File: config.mk
export PLATFORM = sky130hd
export DESIGN_NAME = photobooth_sequencer
export DESIGN_NICKNAME = d
export VERILOG_FILES = /design/src/rtl/photobooth_pkg.sv /design/src/rtl/photobooth_frame_timer.sv /design/src/rtl/photobooth_sequencer.sv
export SDC_FILE = /design/constraint.sdc
export NUM_CORES = 1
export LEC_CHECK = 0
export BUFFER_PORTS_ARGS = -buffer_cell sky130_fd_sc_hd__buf_4
export CORE_AREA = 2 2 57 59
export CTS_CLUSTER_SIZE = 28
export DETAILED_ROUTE_END_ITERATION = 8
export DIE_AREA = 0 0 59 61
export HOLD_SLACK_MARGIN = 0.03
export PLACE_DENSITY = 0.8
export SKIP_CTS_REPAIR_TIMING = 1
export SLEW_MARGIN = 40
export SYNTH_ARGS = -nofsm -noshare
export SYNTH_HDL_FRONTEND = slang
export SYNTH_SLANG_ARGS = --single-unit
File: constraint.sdc
create_clock -name clk_in -period 3.36 [get_ports clk_in]
set_input_delay 0.672 -clock clk_in [delete_from_list [all_inputs] [get_ports clk_in]]
set_output_delay 0.672 -clock clk_in [all_outputs]
set_load 0.02 [all_outputs]
File: src/rtl/photobooth_pkg.sv
// Shared types and constants for the photobooth session controller.
package photobooth_pkg;

    typedef enum logic [2:0] {
        ST_IDLE      = 3'd0,
        ST_COUNTDOWN = 3'd1,
        ST_FLASH     = 3'd2,
        ST_CAPTURE   = 3'd3,
        ST_REVIEW    = 3'd4,
        ST_DONE      = 3'd5
    } seq_state_t;

    typedef enum logic [2:0] {
        DISP_START  = 3'd0,
        DISP_LIVE   = 3'd1,
        DISP_FLASH  = 3'd2,
        DISP_REVIEW = 3'd3,
        DISP_DONE   = 3'd4
    } disp_sel_t;

    // Pixel value the display mux substitutes while the flash is shown.
    localparam logic [11:0] WHITE_PIXEL = 12'hFFF;

    function automatic int unsigned max3(input int unsigned a,
                                         input int unsigned b,
                                         input int unsigned c);
        int unsigned m;
        m = (a > b) ? a : b;
        return (m > c) ? m : c;
    endfunction

    // Pixel-source selection shown for each sequencer state.
    function automatic disp_sel_t disp_for_state(input seq_state_t s);
        case (s)
            ST_IDLE:      return DISP_START;
            ST_COUNTDOWN: return DISP_LIVE;
            ST_FLASH:     return DISP_FLASH;
            ST_CAPTURE:   return DISP_FLASH;
            ST_REVIEW:    return DISP_REVIEW;
            ST_DONE:      return DISP_DONE;
            default:      return DISP_START;
        endcase
    endfunction

endpackage

File: src/rtl/photobooth_frame_timer.sv
// frame_timer: counts tick pulses and emits a one-cycle done on the tick that
// reaches the terminal count, then wraps to zero. clear has priority over tick.
module frame_timer #(
    parameter int unsigned CNT_W = 7
) (
    input  logic             clk_in,
    input  logic             rst_in,
    input  logic             clear,
    input  logic             tick,
    input  logic [CNT_W-1:0] terminal,
    output logic             done
);

    localparam logic [CNT_W-1:0] ONE = CNT_W'(1);

    logic [CNT_W-1:0] count_q;
    logic [CNT_W-1:0] count_d;

    // Next count and terminal-tick detection.
    always_comb begin
        done    = 1'b0;
        count_d = count_q;
        if (clear) begin
            count_d = '0;
        end else if (tick) begin
            if (count_q == (terminal - ONE)) begin
                done    = 1'b1;
                count_d = '0;
            end else begin
                count_d = count_q + ONE;
            end
        end
    end

    // Count register.
    always_ff @(posedge clk_in or posedge rst_in) begin
        if (rst_in) begin
            count_q <= '0;
        end else begin
            count_q <= count_d;
        end
    end

endmodule

File: src/rtl/photobooth_sequencer.sv
// photobooth_sequencer: session controller (start, countdown, flash, capture,
// review, repeat, done). All timing is in new_frame_in pulses.
// Optional capture watchdog: define PHOTOBOOTH_CAPTURE_TIMEOUT_EN.
module photobooth_sequencer
    import photobooth_pkg::*;
#(
    parameter int unsigned FRAMES_PER_SEC = 60,
    parameter int unsigned COUNT_SECS     = 3,
    parameter int unsigned FLASH_FRAMES   = 4,
    parameter int unsigned REVIEW_FRAMES  = 120,
    parameter int unsigned NUM_SHOTS      = 4,
    parameter int unsigned TIMEOUT_FRAMES = 30
) (
    input  logic       clk_in,
    input  logic       rst_in,
    input  logic       start_in,
    input  logic       armed_in,
    input  logic       new_frame_in,
    input  logic       capture_done_in,
    output logic [2:0] display_sel_out,
    output logic [3:0] countdown_out,
    output logic       capture_req_out,
    output logic [2:0] shot_idx_out,
    output logic       busy_out,
    output logic       session_done_out,
    output logic       err_out
);

    localparam int unsigned CNT_W =
        $clog2(max3(FRAMES_PER_SEC, REVIEW_FRAMES, TIMEOUT_FRAMES) + 1);

    seq_state_t       state_q, state_d;
    logic             entry_q, entry_d;
    logic [3:0]       countdown_q, countdown_d;
    logic             capture_req_q, capture_req_d;
    logic [2:0]       shot_idx_q, shot_idx_d;
    logic             busy_q, busy_d;
    logic             session_done_q, session_done_d;
    disp_sel_t        disp_q, disp_d;

    logic             timer_tick;
    logic             timer_done;
    logic [CNT_W-1:0] timer_term;

`ifdef PHOTOBOOTH_CAPTURE_TIMEOUT_EN
    logic             err_q, err_d;
`endif

    // Frame tick gating and per-state terminal count for the shared timer.
    always_comb begin
        timer_tick = new_frame_in && !((state_q == ST_CAPTURE) && capture_done_in);
        case (state_q)
            ST_COUNTDOWN: timer_term = CNT_W'(FRAMES_PER_SEC);
            ST_FLASH:     timer_term = CNT_W'(FLASH_FRAMES);
            ST_REVIEW:    timer_term = CNT_W'(REVIEW_FRAMES);
            ST_CAPTURE:   timer_term = CNT_W'(TIMEOUT_FRAMES);
            default:      timer_term = '1;
        endcase
    end

    // entry_q clears the timer in the first cycle of each state, so a frame
    // pulse arriving in that cycle is dropped.
    frame_timer #(
        .CNT_W(CNT_W)
    ) u_frame_timer (
        .clk_in   (clk_in),
        .rst_in   (rst_in),
        .clear    (entry_q),
        .tick     (timer_tick),
        .terminal (timer_term),
        .done     (timer_done)
    );

    // Next-state logic; registered outputs are derived from the next state.
    always_comb begin
        state_d     = state_q;
        countdown_d = countdown_q;
        shot_idx_d  = shot_idx_q;
`ifdef PHOTOBOOTH_CAPTURE_TIMEOUT_EN
        err_d       = err_q;
`endif
        if ((state_q != ST_IDLE) && !armed_in) begin
            state_d    = ST_IDLE;
            shot_idx_d = '0;
        end else begin
            case (state_q)
                ST_IDLE: begin
                    if (start_in && armed_in) begin
                        state_d    = ST_COUNTDOWN;
                        shot_idx_d = '0;
`ifdef PHOTOBOOTH_CAPTURE_TIMEOUT_EN
                        err_d      = 1'b0;
`endif
                    end
                end
                ST_COUNTDOWN: begin
                    if (timer_done) begin
                        if (countdown_q == 4'd1) begin
                            state_d = ST_FLASH;
                        end else begin
                            countdown_d = countdown_q - 4'd1;
                        end
                    end
                end
                ST_FLASH: begin
                    if (timer_done) begin
                        state_d = ST_CAPTURE;
                    end
                end
                ST_CAPTURE: begin
                    if (capture_done_in) begin
                        state_d    = ST_REVIEW;
                        shot_idx_d = shot_idx_q + 3'd1;
                    end
`ifdef PHOTOBOOTH_CAPTURE_TIMEOUT_EN
                    else if (timer_done) begin
                        state_d    = ST_IDLE;
                        shot_idx_d = '0;
                        err_d      = 1'b1;
                    end
`endif
                end
                ST_REVIEW: begin
                    if (timer_done) begin
                        state_d = (shot_idx_q == 3'(NUM_SHOTS)) ? ST_DONE : ST_COUNTDOWN;
                    end
                end
                ST_DONE: begin
                    if (start_in) begin
                        state_d    = ST_IDLE;
                        shot_idx_d = '0;
                    end
                end
                default: begin
                    state_d    = ST_IDLE;
                    shot_idx_d = '0;
                end
            endcase
        end

        // Countdown digit loads on any entry into COUNTDOWN and is zero elsewhere.
        if (state_d != ST_COUNTDOWN) begin
            countdown_d = '0;
        end else if (state_q != ST_COUNTDOWN) begin
            countdown_d = 4'(COUNT_SECS);
        end

        entry_d        = (state_d != state_q);
        capture_req_d  = (state_d == ST_CAPTURE);
        busy_d         = (state_d != ST_IDLE);
        session_done_d = (state_d == ST_DONE);
        disp_d         = disp_for_state(state_d);
    end

    // State and output registers.
    always_ff @(posedge clk_in or posedge rst_in) begin
        if (rst_in) begin
            state_q        <= ST_IDLE;
            entry_q        <= 1'b0;
            countdown_q    <= '0;
            capture_req_q  <= 1'b0;
            shot_idx_q     <= '0;
            busy_q         <= 1'b0;
            session_done_q <= 1'b0;
            disp_q         <= DISP_START;
        end else begin
            state_q        <= state_d;
            entry_q        <= entry_d;
            countdown_q    <= countdown_d;
            capture_req_q  <= capture_req_d;
            shot_idx_q     <= shot_idx_d;
            busy_q         <= busy_d;
            session_done_q <= session_done_d;
            disp_q         <= disp_d;
        end
    end

`ifdef PHOTOBOOTH_CAPTURE_TIMEOUT_EN
    // Sticky capture-timeout flag.
    always_ff @(posedge clk_in or posedge rst_in) begin
        if (rst_in) begin
            err_q <= 1'b0;
        end else begin
            err_q <= err_d;
        end
    end

    assign err_out = err_q;
`else
    assign err_out = 1'b0;
`endif

    assign display_sel_out  = disp_q;
    assign countdown_out    = countdown_q;
    assign capture_req_out  = capture_req_q;
    assign shot_idx_out     = shot_idx_q;
    assign busy_out         = busy_q;
    assign session_done_out = session_done_q;

endmodule
==> metrics.txt, run 1 <==
largest net degree at the start of global routing=25; Setup crit end kind=flop; share of layout cells above drive strength 1=0.1642; TritonCTS Sinks=24; die area=between 0.003 and 0.004 mm^2; Synthesis Warnings=0; pre-CTS setup slack=about 0.34 ns; Tcrit/Tclk final=0.9125; Yosys cell types=52; vias in the first global route=approximately 1.3k; Post-Syn Nets=around 200; GR peak layer=met2; CTS Root Cell=clkbuf_4; sw frac=0.3932; IO Count=20; CTS tree=built; GRT met3 Usage=0.02772; initial antenna violation count=0; area share of fa/ha/maj cells after synthesis=0.05280; Crit path required time=about 3.6 ns; Power Internal=~0.00067 W; Clock Path Buffers=2; syn_area_per_cell=just under 9 um^2; wirelength, routed=3511 um; synthesized area=roughly 0.0016 mm^2; # setup viols final=0; Worst Hold Class=input port to async pin; routed len/inst=roughly 15 um; RSZ-0062 raised after global routing=no; Slew @ Worst Pin=0.6094 ns; Final Hold Viols=0; Gate power share=0.417; Max Slew Vio Count=0; mux cell area share after synthesis=0.02640; FMAX=~0.33 GHz; NetSw=0.0004323 W; worst-path fanout max=17; TritonCTS Buffers=3; commonest non-fill, non-tap cell in the layout=dfrtp_1; Die Y=61 um; post-synthesis xor/xnor area fraction=0.02717; P_leak=between 0.8 and 0.9 nW; Clock transition at path regs=about 0.14 ns; most frequent cells in the layout=24 x dfrtp_1, 20 x buf_4, 18 x nand2_1; Syn Inst Count=approximately 190; DRC violations left=0; # fillers=279; Clock power frac=0.190; Finished Layout Cells=approximately 230; Worst slew margin=0.5895; via count=around 1.4k; antenna fix cells=0; Setup Skew=roughly 0.0085 ns; HPWL after DPL=between 2000 and 3000 um; max-cap violation count=0; met1 Use GR=0.2971; type of origin of the critical path=flop; fin nets=about 210; area grow syn2layout=12.97%; final setup TNS=0 ns; Power Dens Cells=603.8 mW/mm^2; first-pass GRT wire length=5830 um; PortBufs=18; simple-gate share of the synthesized area=0.2197; Seq pwr share=0.393; # rows=20; hold slack=between 0.3 and 0.4 ns; most common flop cell mapped by yosys=dfrtp_1; met2 Use GR=0.3349; WP data arrival=around 3.3 ns; GRT Overall Usage=0.2102; post-synthesis register bit count=24; drt via density=around 6.1; register area share after synthesis=0.3727; status=finished clean; antenna violation net count after detailed routing=0; final worst slack=a little under 0.3 ns; H-tree depth=1; largest family of logic cells by synthesized area=compound AO/OA/AOI/OAI gates; post-synthesis compound-gate area fraction=0.2446; Die W=between 50 and 60 um; dpl cells=230; Clock Latency Late Sink=just over 0.3 ns; grt total ovfl=0; kind of critical path=flop to flop; peak supply drop=approximately 0.35 mV; first-pass detailed-route iteration total=4; ys async rst share=1.000; EDFF count, synth=0; starting density of the core=0.5458; Final Wtd Congestion=about 0.86; PnR Total Power=between 0.001 and 0.0015 W; Core Region=0.002953 mm^2; DRT iter0 DRCs=67; min cycle time layout=between 3 and 4 ns
path summary, 6_finish.rpt:
kind	from	to	slack [ns]	cells past startpoint
max	state_q[1]$_DFF_PP0_	countdown_out[2]$_DFFE_PP0P_	0.29	9
min	rst_in	shot_idx_out[1]$_DFFE_PP0P_	0.37	2
max reg2reg	state_q[1]$_DFF_PP0_	countdown_out[2]$_DFFE_PP0P_	0.29	9
min reg2reg	shot_idx_out[1]$_DFFE_PP0P_	shot_idx_out[1]$_DFFE_PP0P_	0.56	2
max in group asynchronous	rst_in	u_frame_timer.count_q[6]$_DFFE_PP0P_	2.65	2
min in group clk_in	shot_idx_out[1]$_DFFE_PP0P_	shot_idx_out[1]$_DFFE_PP0P_	0.56	2
Yosys cell counts, types with 3 or more instances:
master    instances  area [um^2]
dfrtp_1          24        600.6
nand2_1          18        67.56
a21oi_1          14        70.07
inv_1            14        52.55
o21ai_0          12        60.06
nand2b_1          9        56.30
ha_1              6        75.07
a31oi_1           5        31.28
nor2_1            5        18.77
nor3_1            5        25.02
a22o_1            4        35.03
and3_1            4        25.02
clkbuf_1          4        15.01
o22ai_1           4        25.02
xnor2_1           4        35.03
and2_1            3        18.77
nand3_1           3        15.01
nor2b_1           3        18.77
o21ai_1           3        15.01
layer usage:
layer	wire length, um	vias up
li1	-	694
met3	154	6
met4	45	0
met5	0	-
met2	1698	46
met1	1613	692
critical path: stages, from the launching register on:
cell and delay, ns:
dfrtp_1 0.67, nand2b_1 0.29, nor2_1 0.07, ha_1 0.32, xnor2_1 0.16, a2111oi_4 0.30, nand4_2 0.25, or2_4 0.32
or4_1 0.46, a21oi_1 0.15
flip-flops by register name (all words and copies together) (netlist names):
name                   cells
u_frame_timer.count_q      7
entry_q                    1
display_sel_out            3
session_done_out           1
shot_idx_out               3
busy_out                   1
state_q                    3
countdown_out              4
capture_req_out            1
layout make-up:
| cell class | count | area, um^2 | share of cell area |
|---|---|---|---|
| Clock inverter | 1 | 30.03 | 0.01649 |
| Clock buffer | 3 | 22.52 | 0.01237 |
| Multi-Input combinational cell | 139 | 923.4 | 0.5072 |
| Timing Repair Buffer | 20 | 150.1 | 0.08247 |
| Inverter | 14 | 52.55 | 0.02887 |
| Tap cell | 33 | 41.29 | 0.02268 |
| Sequential cell | 24 | 600.6 | 0.3299 |
metrics by stage:
stage                     utilization  area (um^2)
after floorplan                     -         1612
after global placement         0.5987         1768
after detailed placement       0.5987         1768
after CTS                      0.6165         1821
after global routing           0.6165         1821
final                          0.6165         1821
power groups by stage:
stage	sequential (W)	combinational [W]	clock, W
3_3_place_gp	0.000436	0.000445	0
3_5_place_dp	0.000436	0.000457	0
4_1_cts	0.000432	0.000459	0.000216
5_1_grt	0.000444	0.000508	0.000228
2_1_floorplan	0.000434	0.000324	0
6_report	0.000432	0.000458	0.000208
kinds of logic (layout without fill, tap and decap cells):
kind of cell    after synthesis  count (layout)
buf+inv                      22              38
fa+ha+maj                     7               7
mux                           4               4
flops                        24              24
xor+xnor                      5               5
compound gates               59              59
simple gates                 63              63
other cells                   1               1
(Power assumes the default switching activity.)
==> run 2, diff against run 1 <==
--- a/config.mk
+++ b/config.mk
@@ -5,13 +5,14 @@
 export SDC_FILE = /design/constraint.sdc
 export NUM_CORES = 1
 export LEC_CHECK = 0
+export ABC_AREA = 1
 export BUFFER_PORTS_ARGS = -buffer_cell sky130_fd_sc_hd__buf_4
 export CORE_AREA = 2 2 57 59
 export CTS_CLUSTER_SIZE = 28
 export DETAILED_ROUTE_END_ITERATION = 8
 export DIE_AREA = 0 0 59 61
 export HOLD_SLACK_MARGIN = 0.03
-export PLACE_DENSITY = 0.8
+export PLACE_DENSITY = 0.82
 export SKIP_CTS_REPAIR_TIMING = 1
 export SLEW_MARGIN = 40
 export SYNTH_ARGS = -nofsm -noshare
==> metrics.txt, run 2 <==
first-pass detailed-route iteration total=4; Power Dens Cells=approximately 600 mW/mm^2; GR peak layer=met2; die area=roughly 0.0036 mm^2; hold slack=between 0.3 and 0.4 ns; # setup viols final=0; via count=1502; TritonCTS Buffers=3; GRT Overall Usage=0.2313; DRC violations left=0; status=finished clean; Die W=just under 60 um; area grow syn2layout=13.36%; FMAX=0.3555 GHz; Clock Latency Late Sink=around 0.33 ns; Setup crit end kind=flop; wirelength, routed=~3700 um; starting density of the core=0.5614; Clock Path Buffers=2; R2R depth=18; peak supply drop=between 0.4 and 0.5 mV; syn_area_per_cell=7.605 um^2; CTS tree=built; Yosys top cell area share=0.3623; vias in the first global route=about 1.4k; Synthesis Warnings=0; WP data arrival=about 3.1 ns; antenna fix cells=0; Syn Inst Count=218; GRT met3 Usage=0.02985; Final Hold Viols=0; grt total ovfl=0; Synth area leader=dfrtp_1; Core Region=0.002953 mm^2; count leader, synth=nand2_1; PortBufs=18; pre-CTS setup slack=between 0.6 and 0.7 ns; share of layout cells above drive strength 1=0.2259; min cycle time layout=2.813 ns; Slew @ Worst Pin=approximately 0.5 ns; P_leak=0.9578 nW; Worst Hold Class=input port to async pin; final setup TNS=0 ns; register area share after synthesis=0.3623; met2 Use GR=0.3841; final worst slack=0.5473 ns; commonest non-fill, non-tap cell in the layout=nand2_1; Crit path required time=3.60 ns; DRT iter0 DRCs=47; CTS Root Cell=clkbuf_4; H-tree depth=1; Clock transition at path regs=around 0.15 ns; type of origin of the critical path=flop; largest net degree at the start of global routing=25; routed len/inst=13.46 um; Largest Register=u_frame_timer.count_q; post-synthesis register bit count=24; fin nets=between 200 and 300; ys async rst share=1.000; Post-synth top cells=44 x nand2_1, 35 x inv_1, 24 x dfrtp_1; Max Slew Vio Count=0; IO Count=20; met1 Use GR=0.3040; # rows=20; top post-synthesis cells by area=dfrtp_1 36%, nand2_1 10%, inv_1 7.9%, nand3_1 5.1%, ha_1 4.5%; kind of critical path=flop to flop; antenna violation net count after detailed routing=0; Final Wtd Congestion=0.8986; HPWL after DPL=around 2800 um; RSZ-0062 raised after global routing=no; worst-path fanout max=7; Setup Skew=just under 0.006 ns; most frequent cells in the layout=44 x nand2_1, 34 x inv_1, 24 x dfrtp_1; max-cap violation count=0; Yosys cell types=33; most common flop cell mapped by yosys=dfrtp_1; Tcrit/Tclk final=0.8371; Post-Syn Nets=230; PnR Total Power=approximately 0.0011 W; TritonCTS Sinks=24; synthesized area=~0.0017 mm^2; first-pass GRT wire length=6320 um; Worst slew margin=0.6725; EDFF count, synth=0; Die Y=61 um; max reg flops=7; initial antenna violation count=0; drt via density=5.522
[run 2: cell count changes in the layout (fill, tap and decap cells not counted), moves of 4 or more]
cell and change:
nand2_1 +26, inv_1 +21, nand3_1 +14, nor2_1 +13
nand2b_1 -9, nor2_2 +8, nand3_2 +7, a21oi_1 -6
a31oi_1 -5, a22o_1 -4, xor2_1 +4
[run 2: worst paths after layout]
| path | start | slack (ns) | end |
|---|---|---|---|
| worst max register to register | state_q[1]$_DFF_PP0_ | 0.55 | entry_q$_DFF_PP0_ |
| min in group clk_in | u_frame_timer.count_q[0]$_DFFE_PP0P_ | 0.62 | u_frame_timer.count_q[0]$_DFFE_PP0P_ |
| worst min-delay path | rst_in | 0.35 | display_sel_out[2]$_DFF_PP0_ |
| worst min register to register | u_frame_timer.count_q[0]$_DFFE_PP0P_ | 0.62 | u_frame_timer.count_q[0]$_DFFE_PP0P_ |
| worst max-delay path | state_q[1]$_DFF_PP0_ | 0.55 | entry_q$_DFF_PP0_ |
| max in group asynchronous | rst_in | 2.68 | u_frame_timer.count_q[3]$_DFFE_PP0P_ |
[run 2: kinds of logic after synthesis]
group           synth area share
buf+inv                  0.09585
xor+xnor                 0.03170
simple gates              0.3638
fa+ha+maj                0.04528
flops                     0.3623
other cells             0.002262
compound gates           0.09888
[run 2: power by group]
group | leakage [nW] | switching [W] | total, W | internal (W)
sequential | 0.324 | 0.0000621 | 0.000401 | 0.000339
clock | 0.0279 | 0.0000980 | 0.000219 | 0.000121
combinational | 0.606 | 0.000322 | 0.000480 | 0.000157
total | 0.958 | 0.000483 | 0.00110 | 0.000617
[run 2: cell type report]
| type | count | area (um^2) |
|---|---|---|
| tap | 33 | 41.29 |
| fill | 266 | 1074 |
| sequential | 24 | 600.6 |
| timing repair buffer | 18 | 135.1 |
| clock buffer | 3 | 22.52 |
| multi-input combinational | 154 | 898.4 |
| clock inverter | 1 | 30.03 |
| inverter | 39 | 151.4 |
[run 2: metal layers]
layer,up-vias,part of all wire
met5,-,0
met4,0,0.021
met3,9,0.045
met2,44,0.49
met1,707,0.44
li1,742,-
[run 2: worst max-delay path, cell delays in order, from the launching register on]
cell and delay [ns]:
dfrtp_1 0.51, nor2_2 0.19, nand2_1 0.15, nand3_2 0.15, inv_1 0.06, nor2_1 0.09
ha_1 0.19, inv_1 0.08, o21ai_2 0.21, xor2_1 0.21, nand3_2 0.14, nor2_4 0.16
nand4_2 0.09, nand2_2 0.13, nand2_4 0.09, nand2_1 0.07, nand2_1 0.05, nor2_1 0.09
nand2_1 0.06
[run 2: metrics by stage]
stage          utilization  area [um^2]  std cells
2_1_floorplan            -         1658        218
3_3_place_gp        0.6186         1827        268
3_5_place_dp        0.6186         1827        268
4_1_cts             0.6364         1879        272
5_1_grt             0.6364         1879        272
6_report            0.6364         1879        272
==> run 3, diff against run 2 <==
--- a/config.mk
+++ b/config.mk
@@ -7,12 +7,12 @@
 export LEC_CHECK = 0
 export ABC_AREA = 1
 export BUFFER_PORTS_ARGS = -buffer_cell sky130_fd_sc_hd__buf_4
-export CORE_AREA = 2 2 57 59
+export CORE_AREA = 2 2 60 62
 export CTS_CLUSTER_SIZE = 28
 export DETAILED_ROUTE_END_ITERATION = 8
-export DIE_AREA = 0 0 59 61
+export DIE_AREA = 0 0 62 64
 export HOLD_SLACK_MARGIN = 0.03
-export PLACE_DENSITY = 0.82
+export PLACE_DENSITY = 0.78
 export SKIP_CTS_REPAIR_TIMING = 1
 export SLEW_MARGIN = 40
 export SYNTH_ARGS = -nofsm -noshare
==> constraint.sdc (replaced) <==
create_clock -name clk_in -period 2.45 [get_ports clk_in]
set_input_delay 0.49 -clock clk_in [delete_from_list [all_inputs] [get_ports clk_in]]
set_output_delay 0.49 -clock clk_in [all_outputs]
set_load 0.02 [all_outputs]
==> metrics.txt, run 3 (synthesis gave the netlist of run 2 again) <==
Worst Hold Class=input port to async pin; WP data arrival=2.77 ns; Core Region=~0.0033 mm^2; kind of critical path=flop to flop; placed inst area=0.002001 mm^2; largest net degree at the start of global routing=25; commonest non-fill, non-tap cell in the layout=buf_4; Largest Register=u_frame_timer.count_q; Clock Latency Late Sink=roughly 0.34 ns; Clock transition at path regs=0.14 ns; wirelength, routed=between 4000 and 5000 um; drt via density=roughly 5.3; HPWL after DPL=between 3000 and 4000 um; R2R setup slack=-0.07 ns; failing checks=setup timing; vias in the first global route=between 1k and 1.5k; grt total ovfl=0; DRT iter0 DRCs=between 80 and 90; area grow syn2layout=36.15%; initial antenna violation count=0; antenna fix cells=0; pre-CTS setup slack=-0.06921 ns; worst-path fanout max=6; Setup Skew=about 0.0037 ns; min cycle time layout=approximately 2.5 ns; GRT Overall Usage=0.2179; via count=between 1.5k and 2k; CTS Root Cell=clkbuf_4; final worst slack=-0.07412 ns; first-pass detailed-route iteration total=4; H-tree depth=1; routed len/inst=14.30 um; PortBufs=18; FF+latch area=approximately 600 um^2; Multi-input gate area=roughly 0.001 mm^2; Die Y=64 um; Final Hold Viols=0; antenna violation net count after detailed routing=0; DRC violations left=0; final setup TNS=-0.1641 ns; CTS tree=built; Setup crit end kind=flop; Clock Path Buffers=2; P_leak=1.114 nW; Power Dens Cells=between 800 and 900 mW/mm^2; # fillers=231; max reg flops=7; Tcrit/Tclk final=1.030; dpl cells=between 300 and 400; fin nets=between 200 and 300; share of layout cells above drive strength 1=0.3769; Max Slew Vio Count=0; TritonCTS Sinks=24; max-cap violation count=0; hold slack=around 0.18 ns; Die W=between 60 and 70 um; most frequent cells in the layout=45 x buf_4, 39 x nand2_1, 32 x inv_1; die area=0.003968 mm^2; first-pass GRT wire length=between 6000 and 7000 um; Design Area, Final=around 0.0023 mm^2; IO Count=20; RSZ-0062 raised after global routing=yes; starting density of the core=0.5048; Crit path required time=approximately 2.7 ns; # rows=21; TritonCTS Buffers=3; type of origin of the critical path=flop; peak supply drop=around 0.60 mV; # setup viols final=6; FMAX=approximately 0.40 GHz; Final Wtd Congestion=0.9419; status=finished, violations left; Finished Layout Cells=about 310
-- run 3: cell count changes in the layout (fill, tap and decap cells not counted), moves of 3 or more --
| cell | change |
|---|---|
| buf_4 | +27 |
| nand2_1 | -5 |
| nor2_4 | +4 |
| nand2_4 | +3 |
| nor2_1 | -3 |
-- run 3: layer usage --
layer  vias to the layer above  GRT usage  part of all wire  wire length (um)
met2                        69     0.3333              0.50              2230
met4                         0    0.08245             0.031               138
li1                        807          -                 -                 -
met1                       781     0.3037              0.41              1848
met5                         -          0                 0                 0
met3                        18    0.03441             0.061               272
-- run 3: cell type report --
type                       count  area share
inverter                      39     0.06929
multi-input combinational    154      0.4512
sequential                    24      0.2672
clock inverter                 1     0.01330
clock buffer                   3    0.009978
timing repair buffer          47      0.1635
tap                           46     0.02550
-- run 3: final timing paths --
check,end,start,cells past startpoint
min in group clk_in,u_frame_timer.count_q[0]$_DFFE_PP0P_,new_frame_in,6
hold reg to reg,countdown_out[3]$_DFFE_PP0P_,countdown_out[3]$_DFFE_PP0P_,3
setup reg to reg,session_done_out$_DFF_PP0_,state_q[1]$_DFF_PP0_,18
setup / recovery,session_done_out$_DFF_PP0_,state_q[1]$_DFF_PP0_,18
max in group asynchronous,state_q[2]$_DFF_PP0_,rst_in,3
hold / removal,entry_q$_DFF_PP0_,rst_in,3
-- run 3: per-stage QoR --
step                      power [W]    util
after global routing       0.001925  0.6872
after global placement     0.001291  0.6091
final                      0.001812  0.6872
after detailed placement   0.001301  0.6091
after CTS                  0.001601  0.6251
after floorplan            0.001034       -
-- run 3: worst max-delay path: stages (launching register included) --
cell and delay [ns]:
dfrtp_1 0.47, buf_6 0.16, nand3_4 0.06, nand3_4 0.09, inv_4 0.07, nor2_4 0.04, ha_4 0.27, xor2_2 0.18
nand2_2 0.10, inv_2 0.06, nand3_2 0.08, nor2_4 0.13, nand3_2 0.07, nand2_1 0.07, nand2_1 0.06, nand3_2 0.09
nand2_4 0.09, buf_4 0.16, nor3_1 0.19
-- run 3: where the power goes --
| part | internal, W | leakage, nW | switching, W |
|---|---|---|---|
| Sequential | 0.000467 | 0.321 | 0.0000889 |
| Combinational | 0.000394 | 0.765 | 0.000562 |
| Clock | 0.000166 | 0.0279 | 0.000135 |
| Total | 0.00103 | 1.11 | 0.000785 |
